File: src/rtl/event_flasher_pkg.sv
// -----------------------------------------------------------------------------
// event_flasher_pkg
// Shared constants for the event flasher: FSM state encoding and the width of
// the phase (tick countdown) counter.
// -----------------------------------------------------------------------------
package event_flasher_pkg;

    // Phase counter width; ON_TICKS and OFF_TICKS must fit (1..255).
    localparam int PHASE_BITS = 8;

    // FSM state encoding, kept as plain constants so legacy code can compare
    // against the raw 2-bit state value.
    localparam logic [1:0] ST_IDLE = 2'd0;
    localparam logic [1:0] ST_ON   = 2'd1;
    localparam logic [1:0] ST_GAP  = 2'd2;

endpackage

File: src/rtl/event_flasher_tick_gen.sv
// -----------------------------------------------------------------------------
// tick_gen
// Free-running prescaler. It emits a one-cycle tick every 2^TICK_BITS cycles.
// The first tick comes 2^TICK_BITS-1 cycles after reset is released.
//
// Ports:
//   sysclk  in   system clock
//   reset   in   synchronous, active-high
//   tick    out  high for one cycle when the counter is all ones
// -----------------------------------------------------------------------------
module tick_gen #(
    parameter int TICK_BITS = 20
) (
    input  logic sysclk,
    input  logic reset,
    output logic tick
);

    logic [TICK_BITS-1:0] cnt_q;

    // NOTE: sequential state uses non-blocking (<=) so that every flop samples
    // its inputs from before the edge. The reset is synchronous, so it is
    // tested inside the clocked block and is not in the sensitivity list.
    always_ff @(posedge sysclk) begin
        if (reset) cnt_q <= '0;
        else       cnt_q <= cnt_q + 1'b1;  // wraps naturally
    end

    assign tick = &cnt_q;

endmodule

File: src/rtl/event_flasher.sv
// -----------------------------------------------------------------------------
// event_flasher
// Turns single-cycle game events into visible and audible signals. Each
// accepted event produces an LED flash of ON_TICKS ticks with a gated square
// wave tone, followed by a gap of OFF_TICKS ticks. Events that arrive during a
// flash are counted and replayed in order. The counter saturates, and any
// event it drops is reported by a one-cycle overflow pulse.
//
// Ports:
//   sysclk    in   system clock
//   reset     in   synchronous, active-high; aborts a flash and clears the queue
//   ev        in   event request, counted once per high cycle
//   out_led   out  high during a flash
//   out_tone  out  buzzer square wave, active only during a flash
//   busy      out  events are queued or the FSM is not idle
//   pending   out  queued events that have not started yet
//   overflow  out  one-cycle pulse in the cycle after an event was dropped
// -----------------------------------------------------------------------------
module event_flasher
    import event_flasher_pkg::*;
#(
    parameter int TICK_BITS   = 20,
    parameter int ON_TICKS    = 3,
    parameter int OFF_TICKS   = 2,
    parameter int QDEPTH_BITS = 3,
    parameter int TONE_BITS   = 15
) (
    input  logic                   sysclk,
    input  logic                   reset,
    input  logic                   ev,
    output logic                   out_led,
    output logic                   out_tone,
    output logic                   busy,
    output logic [QDEPTH_BITS-1:0] pending,
    output logic                   overflow
);

    localparam logic [PHASE_BITS-1:0]  ON_LOAD  = PHASE_BITS'(ON_TICKS);
    localparam logic [PHASE_BITS-1:0]  OFF_LOAD = PHASE_BITS'(OFF_TICKS);
    localparam logic [QDEPTH_BITS-1:0] PEND_MAX = '1;

    logic                   tick;
    logic                   accept;
    logic [1:0]             state_q,    state_d;
    logic [PHASE_BITS-1:0]  phase_q,    phase_d;
    logic [QDEPTH_BITS-1:0] pending_q,  pending_d;
    logic [TONE_BITS-1:0]   tone_q,     tone_d;
    logic                   overflow_q, overflow_d;

    tick_gen #(
        .TICK_BITS (TICK_BITS)
    ) u_tick_gen (
        .sysclk (sysclk),
        .reset  (reset),
        .tick   (tick)
    );

    // Flash sequencer. A start is always aligned to a tick. Pending is read
    // from its register here, so an event that arrives on a tick cycle waits
    // for the next tick.
    // NOTE: every signal assigned in this block gets a default first, so no
    // path leaves it unassigned and no latch is inferred.
    always_comb begin
        state_d = state_q;
        phase_d = phase_q;
        tone_d  = tone_q;
        accept  = 1'b0;
        case (state_q)
            ST_IDLE: begin
                if (tick && pending_q != '0) begin
                    state_d = ST_ON;
                    phase_d = ON_LOAD;
                    tone_d  = '0;
                    accept  = 1'b1;
                end
            end
            ST_ON: begin
                tone_d = tone_q + 1'b1;
                if (tick) begin
                    if (phase_q == 8'd1) begin
                        state_d = ST_GAP;
                        phase_d = OFF_LOAD;
                    end else begin
                        phase_d = phase_q - 8'd1;
                    end
                end
            end
            ST_GAP: begin
                if (tick) begin
                    phase_d = phase_q - 8'd1;
                    if (phase_q == 8'd1) begin
                        if (pending_q != '0) begin
                            // Back-to-back replay, with no idle cycle between flashes.
                            state_d = ST_ON;
                            phase_d = ON_LOAD;
                            tone_d  = '0;
                            accept  = 1'b1;
                        end else begin
                            state_d = ST_IDLE;
                        end
                    end
                end
            end
            default: state_d = ST_IDLE;
        endcase
    end

    // Pending counter. An accept happens only when pending is nonzero, so the
    // counter cannot wrap below zero. At the maximum, an event is dropped
    // unless an accept frees a slot in the same cycle.
    always_comb begin
        pending_d  = pending_q;
        overflow_d = 1'b0;
        case ({ev, accept})
            2'b10: begin
                if (pending_q != PEND_MAX) pending_d  = pending_q + 1'b1;
                else                       overflow_d = 1'b1;
            end
            2'b01:   pending_d = pending_q - 1'b1;
            default: pending_d = pending_q;  // idle, or ev and accept cancel out
        endcase
    end

    always_ff @(posedge sysclk) begin
        if (reset) begin
            state_q    <= ST_IDLE;
            phase_q    <= '0;
            pending_q  <= '0;
            tone_q     <= '0;
            overflow_q <= 1'b0;
        end else begin
            state_q    <= state_d;
            phase_q    <= phase_d;
            pending_q  <= pending_d;
            tone_q     <= tone_d;
            overflow_q <= overflow_d;
        end
    end

    // The outputs are decoded from registers only, so they cannot glitch.
    assign out_led  = (state_q == ST_ON);
    assign out_tone = out_led & tone_q[TONE_BITS-1];
    assign busy     = (pending_q != '0) || (state_q != ST_IDLE);
    assign pending  = pending_q;
    assign overflow = overflow_q;

endmodule

File: config.mk
export PLATFORM = sky130hd
export DESIGN_NAME = event_flasher
export DESIGN_NICKNAME = d
export VERILOG_FILES = /design/src/rtl/event_flasher_pkg.sv /design/src/rtl/event_flasher_tick_gen.sv /design/src/rtl/event_flasher.sv
export SDC_FILE = /design/constraint.sdc
export NUM_CORES = 1
export LEC_CHECK = 0
export CAP_MARGIN = 30
export CELL_PAD_IN_SITES_DETAIL_PLACEMENT = 0
export CELL_PAD_IN_SITES_GLOBAL_PLACEMENT = 1
export CORE_ASPECT_RATIO = 1.4
export CORE_UTILIZATION = 42
export DETAILED_ROUTE_END_ITERATION = 7
export GPL_TIMING_DRIVEN = 0
export PLACE_DENSITY = 0.71
export SLEW_MARGIN = 20
export SYNTH_ARGS = -nofsm -noshare
export SYNTH_HDL_FRONTEND = slang
export SYNTH_SLANG_ARGS = --single-unit
File: constraint.sdc
create_clock -name sysclk -period 3.8 [get_ports sysclk]
set_clock_uncertainty 0.1 [all_clocks]
set_input_delay 0.57 -clock sysclk [delete_from_list [all_inputs] [get_ports sysclk]]
set_output_delay 0.57 -clock sysclk [all_outputs]
set_load 0.05 [all_outputs]
==> impl_metrics.env <==
export IMPL_status="finished, final reports clean"
export IMPL_synth_ff_type="dfxtp_1"
export IMPL_p_per_area_mw_per_mm2=289
export IMPL_grt_first_pass_wirelength_mm=12.9
export IMPL_clockRootBuffer="clkbuf_8"
export IMPL_relSlewSlack_pct=55.4
export IMPL_num_rows=35
export IMPL_r2r_cells=9
export IMPL_io_buffers=7
export IMPL_seqCellArea_um2=981
export IMPL_maxSlewViolCount=0
export IMPL_wl_per_cell_um=15.9
export IMPL_die_x_um=72.7
export IMPL_synth_seq_area_share_pct=33.4
export IMPL_startpoint_type="register"
export IMPL_nets=392
export IMPL_area_growth_pct=9.55
export IMPL_synth_top_area_share_pct=33.4
export IMPL_initial_utilization_pct=44.1
export IMPL_path_clk_slew_ps=100
export IMPL_setup_ws_ps=419
export IMPL_p_leak_uw=0.000957
export IMPL_setup_violations=0
export IMPL_fmax_mhz=296
export IMPL_gr_total_overflow=0
export IMPL_cpLargestDelayFamily="buffers and inverters"
export IMPL_finalPower_uw=930
export IMPL_power_switching_uw=256
export IMPL_r2r_setup_slack_ps=490
export IMPL_clock_sinks=49
export IMPL_worstSkewPairLatency_ps=320
export IMPL_use_met2_pct=40.8
export IMPL_core_area_mm2=0.00666
export IMPL_rsz0062_at_grt="no"
export IMPL_die_height_um=101
export IMPL_syn_avg_cell_area_um2=8.04
export IMPL_crit_chain="ha_1 > inv_1 > clkbuf_1 > nor2_1 > clkdlybuf4s50_1"
export IMPL_power_internal_uw=674
export IMPL_post_route_period_util_pct=89.0
export IMPL_final_fill_count=709
export IMPL_hold_violations=0
export IMPL_ios=10
export IMPL_seqPwrFrac_pct=56.5
export IMPL_synth_top_cells_by_area="dfxtp_1 (33%), nand3_1 (4.8%), ha_1 (3.8%), nor2_1 (3.7%), nand4_1 (3.4%)"
export IMPL_crit_required_ps=3130
export IMPL_whs_path_depth=1
export IMPL_post_cts_repair_setup_buffers=0
export IMPL_drc=0
export IMPL_drtIter0Drc=99
export IMPL_busiest_layer="met2"
export IMPL_ctsResizeCount=0
export IMPL_n_antenna_cell=0
export IMPL_min_path_type="reg -> reg"
export IMPL_fin_util_pct=48.3
export IMPL_cts_buffers=5
export IMPL_hpwl_mm=5.39
export IMPL_netlist_area_mm2=0.00294
export IMPL_yosys_warnings=0
export IMPL_layout_drive_gt1_share_pct=7.37
export IMPL_crit_fanout=10
export IMPL_worstSetupPathDepth=5
export IMPL_ir_drop_mv=0.190
export IMPL_cts_buffer_depth=2
export IMPL_stdcell_area_mm2=0.00322
export IMPL_synth_top_area_cell="dfxtp_1"
export IMPL_grt_use_total_pct=22.5
export IMPL_fin_crit_ps=3380
export IMPL_holdBufCountCts=0
export IMPL_multi_input_area_mm2=0.00178
export IMPL_yosysMostFrequentCell="dfxtp_1"
export IMPL_critical_path_max_stage_delay_ps=810
export IMPL_synth_cell_type_count=56
export IMPL_grt_pass1_vias=2660
export IMPL_tightest_slew_ps=662
export IMPL_setup_tns_final_ps=0
export IMPL_arrival_ps=2710
export IMPL_switching_share_pct=27.5
export IMPL_routed_wirelength_mm=7.49
export IMPL_synth_cells=365
export IMPL_dpl_instance_area_mm2=0.00312
export IMPL_met3_usage_pct=2.90
export IMPL_clock_power_share_pct=37.1
export IMPL_die_area_mm2=0.00733
export IMPL_max_cap_viol_count=0
export IMPL_synth_common_cells="dfxtp_1 (49), nor2_1 (29), nand3_1 (28), inv_1 (20), nand2_1 (17)"
export IMPL_synth_seq_cells=49
export IMPL_firstDrtPassIters=6
export IMPL_cp_num_buf_inv=3
export IMPL_gp_congestion=0.812
export IMPL_via_per_inst=5.89
export IMPL_via_count=2782
export IMPL_worstSetupEndpointType="output port"
export IMPL_synth_enable_flop_cells=0
export IMPL_cts_tree="done"
export IMPL_async_flop_share_pct=0
export IMPL_worstSetupPathType="reg -> out"
export IMPL_htree_levels=2
export IMPL_antenna_found_initial=0
export IMPL_synth_fp_nets=378
export IMPL_combPwrFrac_pct=6.4
export IMPL_grt_max_degree=19
export IMPL_pre_cts_ws_ps=464
export IMPL_crit_slowest_cell="clkdlybuf4s50_1"
export IMPL_met1_usage_pct=26.9
export IMPL_ant_nets=0
-- registers in the layout (all words and copies together) (netlist names) --
name,cells
overflow,1
tone_q,15
state_q,2
phase_q,8
pending,3
u_tick_gen.cnt_q,20
-- path summary, 6_finish.rpt --
kind / from / end
worst max-delay path: state_q[0] / out_tone
worst min-delay path: u_tick_gen.cnt_q[0] / u_tick_gen.cnt_q[0]
worst max register to register: u_tick_gen.cnt_q[0] / pending[2]
worst min register to register: u_tick_gen.cnt_q[0] / u_tick_gen.cnt_q[0]
-- stage by stage --
step           instances  hold slack [ps]
6_report             472              398
5_1_grt              472              444
2_1_floorplan        365              349
3_3_place_gp         464              367
3_5_place_dp         464              378
4_1_cts              472              404
-- per-layer routing --
| metal | vias up | share of wire (%) |
|---|---|---|
| met5 | - | 0 |
| met1 | 1325 | 45 |
| met3 | 17 | 2.7 |
| met2 | 57 | 50 |
| met4 | 0 | 2.2 |
| li1 | 1383 | - |
-- area by class of cell --
cell class                 count  share of cell area [%]
buffer                        23                    3.11
clock buffer                   5                    2.14
inverter                      20                    2.33
tap                           92                    3.58
multi-input combinational    273                    55.3
timing repair buffer           7                    2.18
clock inverter                 3                   0.817
sequential                    49                    30.5
-- placed cells by master (no fill, tap or decap), types with 3 or more instances in the layout --
cell / Yosys / final
nand2b_1: 4 / 4
nor4_1: 11 / 11
clkbuf_8: 0 / 5
inv_1: 20 / 20
inv_6: 0 / 3
a21oi_1: 14 / 14
nor2b_1: 4 / 4
nand3_1: 28 / 28
a31oi_1: 8 / 8
nor2_1: 29 / 29
o211ai_1: 3 / 3
and3_1: 4 / 4
o31ai_1: 5 / 5
xnor2_1: 8 / 8
mux2i_1: 3 / 3
clkdlybuf4s50_1: 0 / 7
clkbuf_1: 15 / 15
nand2_1: 17 / 17
or4_1: 6 / 6
ha_1: 9 / 9
dfxtp_1: 49 / 49
xor2_1: 6 / 6
buf_2: 5 / 5
a211oi_1: 10 / 10
and4_1: 5 / 5
or3_1: 9 / 9
nand4_1: 16 / 16
o311ai_0: 6 / 6
nor3_1: 16 / 16
o21ai_0: 16 / 16
-- power groups by stage --
stage,combinational (uW),sequential [uW],clock (uW)
final,59.4,525,345
after global routing,65.4,527,375
after CTS,60.5,525,355
after detailed placement,59.9,537,0
after global placement,59.6,537,0
after floorplan,34.1,543,0
-- kinds of logic (layout without fill, tap and decap cells) --
group                    Yosys count  after routing  synth area share (%)
flip-flops                        49             49                  33.4
adder cells (fa/ha/maj)           10             10                  4.52
AND/OR/NAND/NOR                  169            169                  32.9
buffers and inverters             43             58                  5.97
multiplexers                       5              5                  1.79
XOR/XNOR                          14             14                  4.18
AO/OA/AOI/OAI                     75             75                  17.2
No activity file was read; power rests on OpenSTA's default activity.
